[config.mk]
export PLATFORM = sky130hd
export DESIGN_NAME = pixel_fetch_scheduler_flat
export DESIGN_NICKNAME = d
export VERILOG_FILES = /design/src/rtl/pixel_fetch_scheduler_if.sv /design/src/rtl/pixel_fetch_scheduler.sv /design/src/flat_wrapper.sv
export SDC_FILE = /design/constraint.sdc
export NUM_CORES = 1
export LEC_CHECK = 0
export ABC_AREA = 1
export CORE_AREA = 5 5 132 109
export DETAILED_ROUTE_END_ITERATION = 10
export DIE_AREA = 0 0 137 114
export SETUP_SLACK_MARGIN = 0.02
export SYNTH_ARGS = -nofsm -noshare
export SYNTH_HDL_FRONTEND = slang
export SYNTH_SLANG_ARGS = --single-unit
[constraint.sdc]
create_clock -name clk -period 7.5 [get_ports clk]
set_clock_uncertainty 0.05 [all_clocks]
set_input_delay 1.5 -clock clk [delete_from_list [all_inputs] [get_ports clk]]
set_output_delay 1.5 -clock clk [all_outputs]
set_load 0.03 [all_outputs]
[src/rtl/pixel_fetch_scheduler_if.sv]
// rtl/pixel_fetch_scheduler_if.sv - CPU register bus and pixel pipeline signals of the fetch scheduler
interface pixel_fetch_scheduler_if;
    logic        capture_done;
    logic [2:0]  avs_address;
    logic        avs_read;
    logic [31:0] avs_readdata;
    logic        avs_write;
    logic [31:0] avs_writedata;
    logic        step;
    logic        frame_restart;
    logic [23:0] pix_rgb;

    modport slave (
        input  capture_done, avs_address, avs_read, avs_write, avs_writedata, pix_rgb,
        output avs_readdata, step, frame_restart
    );

    modport master (
        output capture_done, avs_address, avs_read, avs_write, avs_writedata, pix_rgb,
        input  avs_readdata, step, frame_restart
    );
endinterface

[src/rtl/pixel_fetch_scheduler.sv]
// rtl/pixel_fetch_scheduler.sv - steps the raster readout pipeline to a CPU-requested pixel and latches its RGB value
module pixel_fetch_scheduler #(
    parameter int H_ACTIVE = 640,
    parameter int V_ACTIVE = 480,
    parameter int PIPE_LAT = 2,
    parameter int STEP_GAP = 1
) (
    input  logic                   clk,
    input  logic                   rst,
    pixel_fetch_scheduler_if.slave bus
);
    localparam int XW = $clog2(H_ACTIVE);
    localparam int YW = $clog2(V_ACTIVE);
    localparam int GW = (STEP_GAP > 1) ? $clog2(STEP_GAP) : 1;
    localparam int DW = (PIPE_LAT > 1) ? $clog2(PIPE_LAT) : 1;
    localparam logic [XW-1:0] X_LAST     = XW'(H_ACTIVE - 1);
    localparam logic [YW-1:0] Y_LAST     = YW'(V_ACTIVE - 1);
    localparam logic [GW-1:0] GAP_LAST   = GW'((STEP_GAP > 0) ? STEP_GAP - 1 : 0);
    localparam logic [DW-1:0] DRAIN_LAST = DW'((PIPE_LAT > 0) ? PIPE_LAT - 1 : 0);
    localparam logic [2:0]    A_STATUS   = 3'd0;
    localparam logic [2:0]    A_REQ      = 3'd1;
    localparam logic [2:0]    A_CTRL     = 3'd2;

    typedef enum logic [2:0] {S_NOFRAME, S_READY, S_STEP, S_GAP, S_DRAIN} state_t;

    state_t        r_state, w_state;
    logic [XW-1:0] r_x, w_x, r_tx, w_tx, w_step_x;
    logic [YW-1:0] r_y, w_y, r_ty, w_ty, w_step_y;
    logic          r_fresh, w_fresh;
    logic [GW-1:0] r_gap_cnt, w_gap_cnt;
    logic [DW-1:0] r_drain_cnt, w_drain_cnt;
    logic [23:0]   r_pixel, w_pixel;
    logic          r_valid, w_valid, r_err, w_err;
    logic [31:0]   r_readdata, w_readdata, w_status;
    logic [9:0]    w_req_x, w_req_y;
    logic          w_req_wr, w_ctl_wr, w_abort, w_in_range, w_busy, w_wrap, w_hit;

    assign w_req_x    = bus.avs_writedata[19:10];
    assign w_req_y    = bus.avs_writedata[9:0];
    assign w_req_wr   = bus.avs_write && (bus.avs_address == A_REQ);
    assign w_ctl_wr   = bus.avs_write && (bus.avs_address == A_CTRL);
    assign w_abort    = w_ctl_wr && bus.avs_writedata[1];
    assign w_in_range = ({22'd0, w_req_x} < 32'(H_ACTIVE)) && ({22'd0, w_req_y} < 32'(V_ACTIVE));
    assign w_busy     = (r_state == S_STEP) || (r_state == S_GAP) || (r_state == S_DRAIN);

    // r_fresh marks "nothing stepped yet this frame": pos reads (0,0) but the next step lands on (0,0) as a wrap
    assign w_wrap   = r_fresh || ((r_x == X_LAST) && (r_y == Y_LAST));
    assign w_step_x = (w_wrap || (r_x == X_LAST)) ? '0 : r_x + XW'(1);
    assign w_step_y = w_wrap ? '0 : ((r_x == X_LAST) ? r_y + YW'(1) : r_y);
    assign w_hit    = (w_step_x == r_tx) && (w_step_y == r_ty);

    assign w_status = {2'b00, 10'(r_x), 10'(r_y), 6'd0, r_err, r_valid, w_busy, (r_state != S_NOFRAME)};

    assign bus.avs_readdata  = r_readdata;
    assign bus.step          = (r_state == S_STEP);
    assign bus.frame_restart = (r_state == S_STEP) && w_wrap;

    always_ff @(posedge clk or posedge rst) begin
        if (rst) begin
            r_state     <= S_NOFRAME;
            r_x         <= '0;
            r_y         <= '0;
            r_fresh     <= 1'b1;
            r_tx        <= '0;
            r_ty        <= '0;
            r_gap_cnt   <= '0;
            r_drain_cnt <= '0;
            r_pixel     <= '0;
            r_valid     <= 1'b0;
            r_err       <= 1'b0;
            r_readdata  <= '0;
        end else begin
            r_state     <= w_state;
            r_x         <= w_x;
            r_y         <= w_y;
            r_fresh     <= w_fresh;
            r_tx        <= w_tx;
            r_ty        <= w_ty;
            r_gap_cnt   <= w_gap_cnt;
            r_drain_cnt <= w_drain_cnt;
            r_pixel     <= w_pixel;
            r_valid     <= w_valid;
            r_err       <= w_err;
            r_readdata  <= w_readdata;
        end
    end

    always_comb begin
        w_state     = r_state;
        w_x         = r_x;
        w_y         = r_y;
        w_fresh     = r_fresh;
        w_tx        = r_tx;
        w_ty        = r_ty;
        w_gap_cnt   = r_gap_cnt;
        w_drain_cnt = r_drain_cnt;
        w_pixel     = r_pixel;
        w_valid     = r_valid;
        w_err       = r_err;
        w_readdata  = r_readdata;

        // Read data is taken from current registers, so a same-cycle write is not yet visible
        if (bus.avs_read) begin
            case (bus.avs_address)
                A_STATUS: w_readdata = w_status;
                A_REQ:    w_readdata = {8'h00, r_pixel};
                default:  w_readdata = 32'd0;
            endcase
        end

        if (w_ctl_wr && bus.avs_writedata[0]) begin
            w_err = 1'b0;
        end

        if (!bus.capture_done) begin
            w_state = S_NOFRAME;
            w_valid = 1'b0;
            w_x     = '0;
            w_y     = '0;
            w_fresh = 1'b1;
            if (w_req_wr) begin
                w_err = 1'b1;
            end
        end else begin
            case (r_state)
                S_NOFRAME: begin
                    w_state = S_READY;
                    if (w_req_wr) begin
                        w_err = 1'b1;
                    end
                end
                S_READY: begin
                    if (w_req_wr) begin
                        if (w_in_range) begin
                            w_state = S_STEP;
                            w_tx    = w_req_x[XW-1:0];
                            w_ty    = w_req_y[YW-1:0];
                            w_valid = 1'b0;
                        end else begin
                            w_err = 1'b1;
                        end
                    end
                end
                S_STEP: begin
                    w_x     = w_step_x;
                    w_y     = w_step_y;
                    w_fresh = 1'b0;
                    if (w_hit) begin
                        w_state     = S_DRAIN;
                        w_drain_cnt = '0;
                    end else if (STEP_GAP == 0) begin
                        w_state = S_STEP;
                    end else begin
                        w_state   = S_GAP;
                        w_gap_cnt = '0;
                    end
                end
                S_GAP: begin
                    if (r_gap_cnt == GAP_LAST) begin
                        w_state = S_STEP;
                    end else begin
                        w_gap_cnt = r_gap_cnt + GW'(1);
                    end
                end
                S_DRAIN: begin
                    if (r_drain_cnt == DRAIN_LAST) begin
                        w_pixel = bus.pix_rgb;
                        w_valid = 1'b1;
                        w_state = S_READY;
                    end else begin
                        w_drain_cnt = r_drain_cnt + DW'(1);
                    end
                end
                default: w_state = S_NOFRAME;
            endcase

            // An abort keeps any position advance already pulsed out but drops a pending pixel latch
            if (w_busy) begin
                if (w_req_wr) begin
                    w_err = 1'b1;
                end
                if (w_abort) begin
                    w_state = S_READY;
                    w_valid = 1'b0;
                    w_pixel = r_pixel;
                end
            end
        end
    end
endmodule

[src/flat_wrapper.sv]
// flat-port wrapper written by rule: the top's interface ports become plain ports
module pixel_fetch_scheduler_flat 
#(
    parameter int H_ACTIVE = 640,
    parameter int V_ACTIVE = 480,
    parameter int PIPE_LAT = 2,
    parameter int STEP_GAP = 1
)
  (clk, rst, bus_capture_done, bus_avs_address, bus_avs_read, bus_avs_write, bus_avs_writedata, bus_pix_rgb, bus_avs_readdata, bus_step, bus_frame_restart);
  pixel_fetch_scheduler_if bus_i ();
  input  logic clk;
  input  logic rst;
  input wire logic [$bits(bus_i.capture_done)-1:0] bus_capture_done;
  input wire logic [$bits(bus_i.avs_address)-1:0] bus_avs_address;
  input wire logic [$bits(bus_i.avs_read)-1:0] bus_avs_read;
  input wire logic [$bits(bus_i.avs_write)-1:0] bus_avs_write;
  input wire logic [$bits(bus_i.avs_writedata)-1:0] bus_avs_writedata;
  input wire logic [$bits(bus_i.pix_rgb)-1:0] bus_pix_rgb;
  output wire logic [$bits(bus_i.avs_readdata)-1:0] bus_avs_readdata;
  output wire logic [$bits(bus_i.step)-1:0] bus_step;
  output wire logic [$bits(bus_i.frame_restart)-1:0] bus_frame_restart;
  assign bus_i.capture_done = bus_capture_done;
  assign bus_i.avs_address = bus_avs_address;
  assign bus_i.avs_read = bus_avs_read;
  assign bus_i.avs_write = bus_avs_write;
  assign bus_i.avs_writedata = bus_avs_writedata;
  assign bus_i.pix_rgb = bus_pix_rgb;
  assign bus_avs_readdata = bus_i.avs_readdata;
  assign bus_step = bus_i.step;
  assign bus_frame_restart = bus_i.frame_restart;
  pixel_fetch_scheduler #(.H_ACTIVE(H_ACTIVE), .V_ACTIVE(V_ACTIVE), .PIPE_LAT(PIPE_LAT), .STEP_GAP(STEP_GAP)) u_core (.clk(clk), .rst(rst), .bus(bus_i));
endmodule
==> qor.yml, run 1 <==
status:
  outcome: "completed"
detailed_routing:
  drt-initial-drc-count: 291
  routed_via_density: 4.949
  route.detailed.wl_per_inst_um: 14.78
  drt_wl_total_mm: 12.83
  drtPass1Iterations: 5
  ant_nets: 0
  dr_total_vias: 4296
  drc: 0
die:
  std_cell_rows: 38
  core-area_um2: 13080
  die_h_um: 114
  ioPinCount: 98
  fp.dieW_um: 137
  initial_utilization_pct: 38.47
  die-area_um2: 15620
cells_and_area:
  final_util_pct: 48.12
  synthToLayoutAreaGrowth_pct: 25.10
  seqCellArea_um2: 2479
  multiInputGateArea_um2: 2120
  nFillCells: 1298
  drive_above_1_share_pct: 7.994
  num_antenna_cells: 0
  nets: 749
global_route:
  grt_pass1_vias: 4284
  grt-ovfl-total: 0
  grt_pass1_wl_mm: 21.50
  track_usage_pct: 17.27
  antenna_found_initial: 0
  grt_max_degree: 69
critical_path:
  r2r_cells: 16
  r2r-start: "u_core.r_x[0]"
  worstSetupPathType: "reg2out"
  cp-end-kind: "output pin"
  cp-start-kind: "flip-flop"
  ff2ff_setup_slack_ns: 4.72
  r2r-end: "u_core.r_state[0]"
  critPathArrivalTime_ns: 2.84
  cp.required_ns: 5.95
  path_max_fanout: 18
power:
  p_leak_nw: 2.930
  powerDensity_nw_per_um2: 186.6
  max-vdd-ir-drop_v: 0.0001053
  finalPower_mw: 1.174
clocking:
  clockRootBuffer: "clkbuf_16"
  ctsResizeCount: 0
  cts_inserted_buffers: 9
  cts_tree: "built"
  post_cts_buffers: 0
  path_clk_slew_ns: 0.07
  insertion_delay_ns: 0.35
  clk_path_buf_depth: 2
  htree_levels: 3
  cts_sinks: 99
  hold_buffers: 0
job:
  drv_cap: 0
min_path:
  hold_end: "u_core.r_pixel[16]"
  hold_path.class: "reg2reg"
  holdPathStages: 1
  min_from: "u_core.r_pixel[16]"
yosys:
  syn_area_um2: 5030
  synth.distinct_cells: 39
  synth_area_per_cell_um2: 8.232
  seq_area_frac_synth_pct: 49.28
  yosysWarnings: 0
  syn_inst: 611
  synth-seq-cells: 99
sta:
  hold_violations: 0
  tightest_slew_ns: 1.110
  maxSlewViolCount: 0
  max_freq_mhz: 227.9
  grt_setup_unrepaired: "false"
  period_share_pct: 58.50
  min_period_ns: 4.388
  tns_ns: 0
  final.setup.worst_slack_ns: 3.112
  setup_viol_count_final: 0
  slew_headroom_pct: 25.82
placement:
  io_buffers: 83
  finalWeightedCongestion: 0.8902
  dp_hpwl_mm: 9.446
  dpl_worst_slack_ns: 3.013
==> worst max-delay path: stages, from the launching register on <==
cell and delay, ns:
dfrtp_1 0.50, ha_1 0.28, nand2_2 0.11, nor2_8 0.16, nand3_4 0.22, nand2_4 0.17
nand2_4 0.16, nor2_1 0.18, clkdlybuf4s50_1 0.70
==> Yosys cell counts, drive strengths merged <==
master	n	area, um2
a21oi	15	75.07
xnor2	1	8.760
nand2	140	543.0
conb	1	3.750
nand4	15	93.84
clkinv	1	3.750
clkbuf	17	63.81
a31oi	15	93.84
inv	82	307.8
nor2	61	260.3
o22ai	21	131.4
o21ai	29	145.1
o2111ai	1	8.760
dfrtp	98	2452
o21a	2	15.01
ha	2	25.02
nand3b	2	18.77
a211oi	2	15.01
dfstp	1	26.28
o32ai	1	8.760
nor3	5	35.03
nor4	1	6.260
xor2	2	17.52
buf	8	60.05
nand3	61	317.8
o211ai	2	15.01
mux2	24	270.3
a21boi	1	7.510
==> per-stage QoR <==
stage | area [um2] | cells | hold slack, ns
2_1_floorplan | 5034 | 612 | 0.4134
3_3_place_gp | 5978 | 852 | 0.4319
3_5_place_dp | 5978 | 852 | 0.4461
4_1_cts | 6292 | 868 | 0.4608
5_1_grt | 6292 | 868 | 0.4706
6_report | 6292 | 868 | 0.4578
==> registers in the layout, indices dropped and copies added, names as in the netlist <==
name                     flops
u_core.bus.avs_readdata     30
u_core.r_drain_cnt           1
u_core.r_err                 1
u_core.r_fresh               1
u_core.r_pixel              24
u_core.r_state               3
u_core.r_tx                 10
u_core.r_ty                  9
u_core.r_valid               1
u_core.r_x                  10
u_core.r_y                   9
==> worst max path at each step <==
stage                            start                         end  slack [ns]
CTS                      u_core.r_x[0]           bus_frame_restart        3.10
floorplan                          rst  u_core.bus.avs_readdata[0]        3.36
detailed placement  bus_avs_address[2]           u_core.r_pixel[7]        3.01
finish                   u_core.r_x[0]           bus_frame_restart        3.11
global placement    bus_avs_address[2]          u_core.r_pixel[13]        3.03
global route             u_core.r_x[0]           bus_frame_restart        2.98
==> per-layer routing <==
metal / part of all wire (%) / up-vias / global-route usage, %
li1: - / 2151 / -
met1: 48 / 2034 / 24.49
met2: 45 / 97 / 26.53
met3: 4.6 / 14 / 3.924
met4: 1.6 / 0 / 5.053
met5: 0 / - / 0
==> final cells by class <==
class	count	share of cell area (%)
clock inverters	2	0.9545
flip-flops and latches	99	39.39
repair buffers	85	13.36
clock buffers	14	4.037
well taps	180	3.579
inverters	83	4.991
multi-input cells	405	33.68
==> report_power, final <==
part	internal, mW	total (mW)	switching [mW]
sequential	0.551	0.564	0.0129
combinational	0.0520	0.118	0.0663
clock	0.302	0.492	0.189
total	0.905	1.17	0.269
==> cells in the final DEF (no fill, tap or decap), types with 3 or more instances in the layout <==
cell             instances
a21oi_1                 15
dfrtp_1                 98
nor2_2                   3
mux2_2                  24
nand2_1                137
clkbuf_16                9
o21ai_0                 29
clkdlybuf4s50_1         82
a31oi_1                 15
nand3_1                 60
nor2_1                  56
o22ai_1                 21
inv_1                   79
nor3_1                   3
clkbuf_1                 4
nand4_1                 15
==> cell families after synthesis <==
| logic type | Yosys count | synth area share (%) |
|---|---|---|
| and+or+nand+nor | 285 | 25.35 |
| buffers and inverters | 108 | 8.657 |
| DFF | 99 | 49.28 |
| AOI/OAI and AO/OA | 89 | 10.25 |
| muxes | 24 | 5.373 |
| xor gates and xnor gates | 3 | 0.5225 |
| adders and majority gates | 2 | 0.4974 |
| other | 1 | 0.07456 |
(Power assumes the default switching activity.)
==> inputs of run 2 (changes only) <==
==> constraint.sdc (replaced) <==
create_clock -name clk -period 4.3 [get_ports clk]
set_clock_uncertainty 0.05 [all_clocks]
set_input_delay 0.86 -clock clk [delete_from_list [all_inputs] [get_ports clk]]
set_output_delay 0.86 -clock clk [all_outputs]
set_load 0.03 [all_outputs]
==> run 2 against run 1 <==
Sequential power increased by 74%. Clock power increased by 72%. Global-route usage increased by 0.46 points. Non-clock buffer count increased by 4. Register-to-register slack got worse by 3.2 ns. Flip-flop and latch count unchanged. Combinational power increased by 77%. Routed wire length increased by 0.93%. Critical path type unchanged. Critical endpoint unchanged. Highest routed layer unchanged.
==> qor.yml, run 2 (synthesis results as in run 1) <==
cells_and_area:
  multiInputGateArea_um2: 2120  # unchanged
  largest_reg_flops: 30  # unchanged
  num_antenna_cells: 0  # unchanged
  layout_common_cells: "nand2_1, dfrtp_1, clkdlybuf4s50_1, inv_1, nand3_1"
  drive_above_1_share_pct: 8.960  # +0.97 points
  nets: 753  # +0.53%
  nFillCells: 1262  # -2.8%
  synthToLayoutAreaGrowth_pct: 25.70
  seqCellArea_um2: 2479  # unchanged
  final_cells: 872  # +0.46%
  layout_commonest_cell: "nand2_1"
clocking:
  hold_buffers: 0  # unchanged
  cts_tree: "built"
  insertion_delay_ns: 0.35  # about the same
  cts_sinks: 99  # unchanged
  clk_path_buf_depth: 2  # unchanged
  cts_inserted_buffers: 9  # unchanged
  htree_levels: 3  # unchanged
  post_cts_buffers: 0  # unchanged
  path_clk_slew_ns: 0.07  # about the same
  ctsResizeCount: 0  # unchanged
  clockRootBuffer: "clkbuf_16"
sta:
  max_freq_mhz: 269.3
  tightest_slew_ns: 1.046  # -0.06378 ns
  tns_ns: 0  # unchanged
  maxSlewViolCount: 0  # unchanged
  period_share_pct: 86.36
  grt_setup_unrepaired: "false"
  min_period_ns: 3.713
  setup_viol_count_final: 0  # unchanged
  hold_violations: 0  # unchanged
  slew_headroom_pct: 30.25  # +4.4 points
detailed_routing:
  dr_total_vias: 4372  # +1.8%
  drt_wl_total_mm: 12.95  # +0.93%
  route.detailed.wl_per_inst_um: 14.85  # +0.46%
  drt-initial-drc-count: 351  # +21%
  routed_via_density: 5.014  # +1.3%
  drc: 0  # unchanged
  drtPass1Iterations: 5  # unchanged
  ant_nets: 0  # unchanged
power:
  p_leak_nw: 2.953  # +0.80%
  finalPower_mw: 2.041  # +74%
  powerDensity_nw_per_um2: 322.8  # +73%
  max-vdd-ir-drop_v: 0.0002507  # +140%
critical_path:
  r2r-start: "u_core.r_x[0]"
  cp.required_ns: 3.39  # -2.56 ns
  r2r-end: "u_core.r_state[0]"
  crit_start: "u_core.r_x[0]"
  r2r_cells: 16  # unchanged
  cp-start-kind: "flip-flop"
  worstSetupPathType: "reg2out"
  ff2ff_setup_slack_ns: 1.54  # -3.18 ns
  cp-end-kind: "output pin"
  critPathArrivalTime_ns: 2.80  # -0.04 ns
  cp-endpoint: "bus_frame_restart"
  path_max_fanout: 18  # unchanged
global_route:
  grt-ovfl-total: 0  # unchanged
  antenna_found_initial: 0  # unchanged
  track_usage_pct: 17.73  # +0.46 points
  grt_max_degree: 63  # -8.7%
  grt_pass1_vias: 4422  # +3.2%
  grt_pass1_wl_mm: 22.00  # +2.3%
placement:
  dp_hpwl_mm: 9.553  # +1.1%
  io_buffers: 83  # unchanged
  place_inst: 856  # +0.47%
  finalWeightedCongestion: 0.8939  # +0.42%
die:
  die-area_um2: 15620  # unchanged
  initial_utilization_pct: 38.47  # unchanged
  fp.dieW_um: 137  # unchanged
  core-area_um2: 13080  # unchanged
  std_cell_rows: 38  # unchanged
  ioPinCount: 98  # unchanged
  die_h_um: 114  # unchanged
min_path:
  hold_path.class: "reg2reg"
job:
  drv_cap: 0  # unchanged
status:
  outcome: "completed"
-- run 2: cell count changes in the layout (fill, tap and decap cells not counted), sizes merged --
cell	previous run	this run
buf	3	7
clkinv	1	2
clkbuf	14	13
bufinv	2	1
inv	82	83
-- run 2: worst min-delay path by stage --
stage	from	endpoint	cells past startpoint
3_5_place_dp	u_core.bus.avs_readdata[1]	u_core.bus.avs_readdata[1]	1
3_3_place_gp	u_core.bus.avs_readdata[1]	u_core.bus.avs_readdata[1]	1
4_1_cts	u_core.bus.avs_readdata[1]	u_core.bus.avs_readdata[1]	1
2_1_floorplan	u_core.r_drain_cnt	u_core.r_drain_cnt	2
6_report	u_core.bus.avs_readdata[1]	u_core.bus.avs_readdata[1]	1
5_1_grt	u_core.bus.avs_readdata[1]	u_core.bus.avs_readdata[1]	1
-- run 2: power breakdown --
group / leakage, nW / internal [mW] / switching, mW / total (mW)
Sequential: 1.30 / 0.961 / 0.0226 / 0.984
Combinational: 1.50 / 0.0919 / 0.117 / 0.209
Clock: 0.156 / 0.500 / 0.347 / 0.847
-- run 2: cell type report --
type                    count  area share, %
well taps                 180          3.562
repair buffers             89          13.77
inverters                  83          4.967
clock buffers              13          4.275
multi-input cells         405          33.52
clock inverters             3         0.6927
flip-flops and latches     99          39.20
-- run 2: per-layer routing --
| metal | vias to the layer above | track usage (%) | wire length (um) |
|---|---|---|---|
| met4 | 0 | 4.654 | 189 |
| met5 | - | 0 | 0 |
| met2 | 121 | 26.85 | 5932 |
| met3 | 15 | 4.409 | 749 |
| met1 | 2069 | 25.44 | 6076 |
| li1 | 2167 | - | - |
-- run 2: critical path, cell delays in order, from the launching register on --
cell and delay (ns):
dfrtp_1 0.49, ha_1 0.27, nand2_2 0.11, nor2_8 0.17
nand3_4 0.23, nand2_4 0.17, nand2_4 0.15, nor2_1 0.17
clkdlybuf4s50_1 0.69
-- run 2: stage by stage --
step	util (%)	worst slack, ns	hold slack [ns]	instance area (um2)
after global routing	48.35	0.4328	0.4674	6322
after global placement	45.95	0.9621	0.4353	6008
final	48.35	0.5866	0.4440	6322
after floorplan	-	0.8012	0.4134	5034
after detailed placement	45.95	0.9498	0.4195	6008
after CTS	48.35	0.5591	0.4490	6322
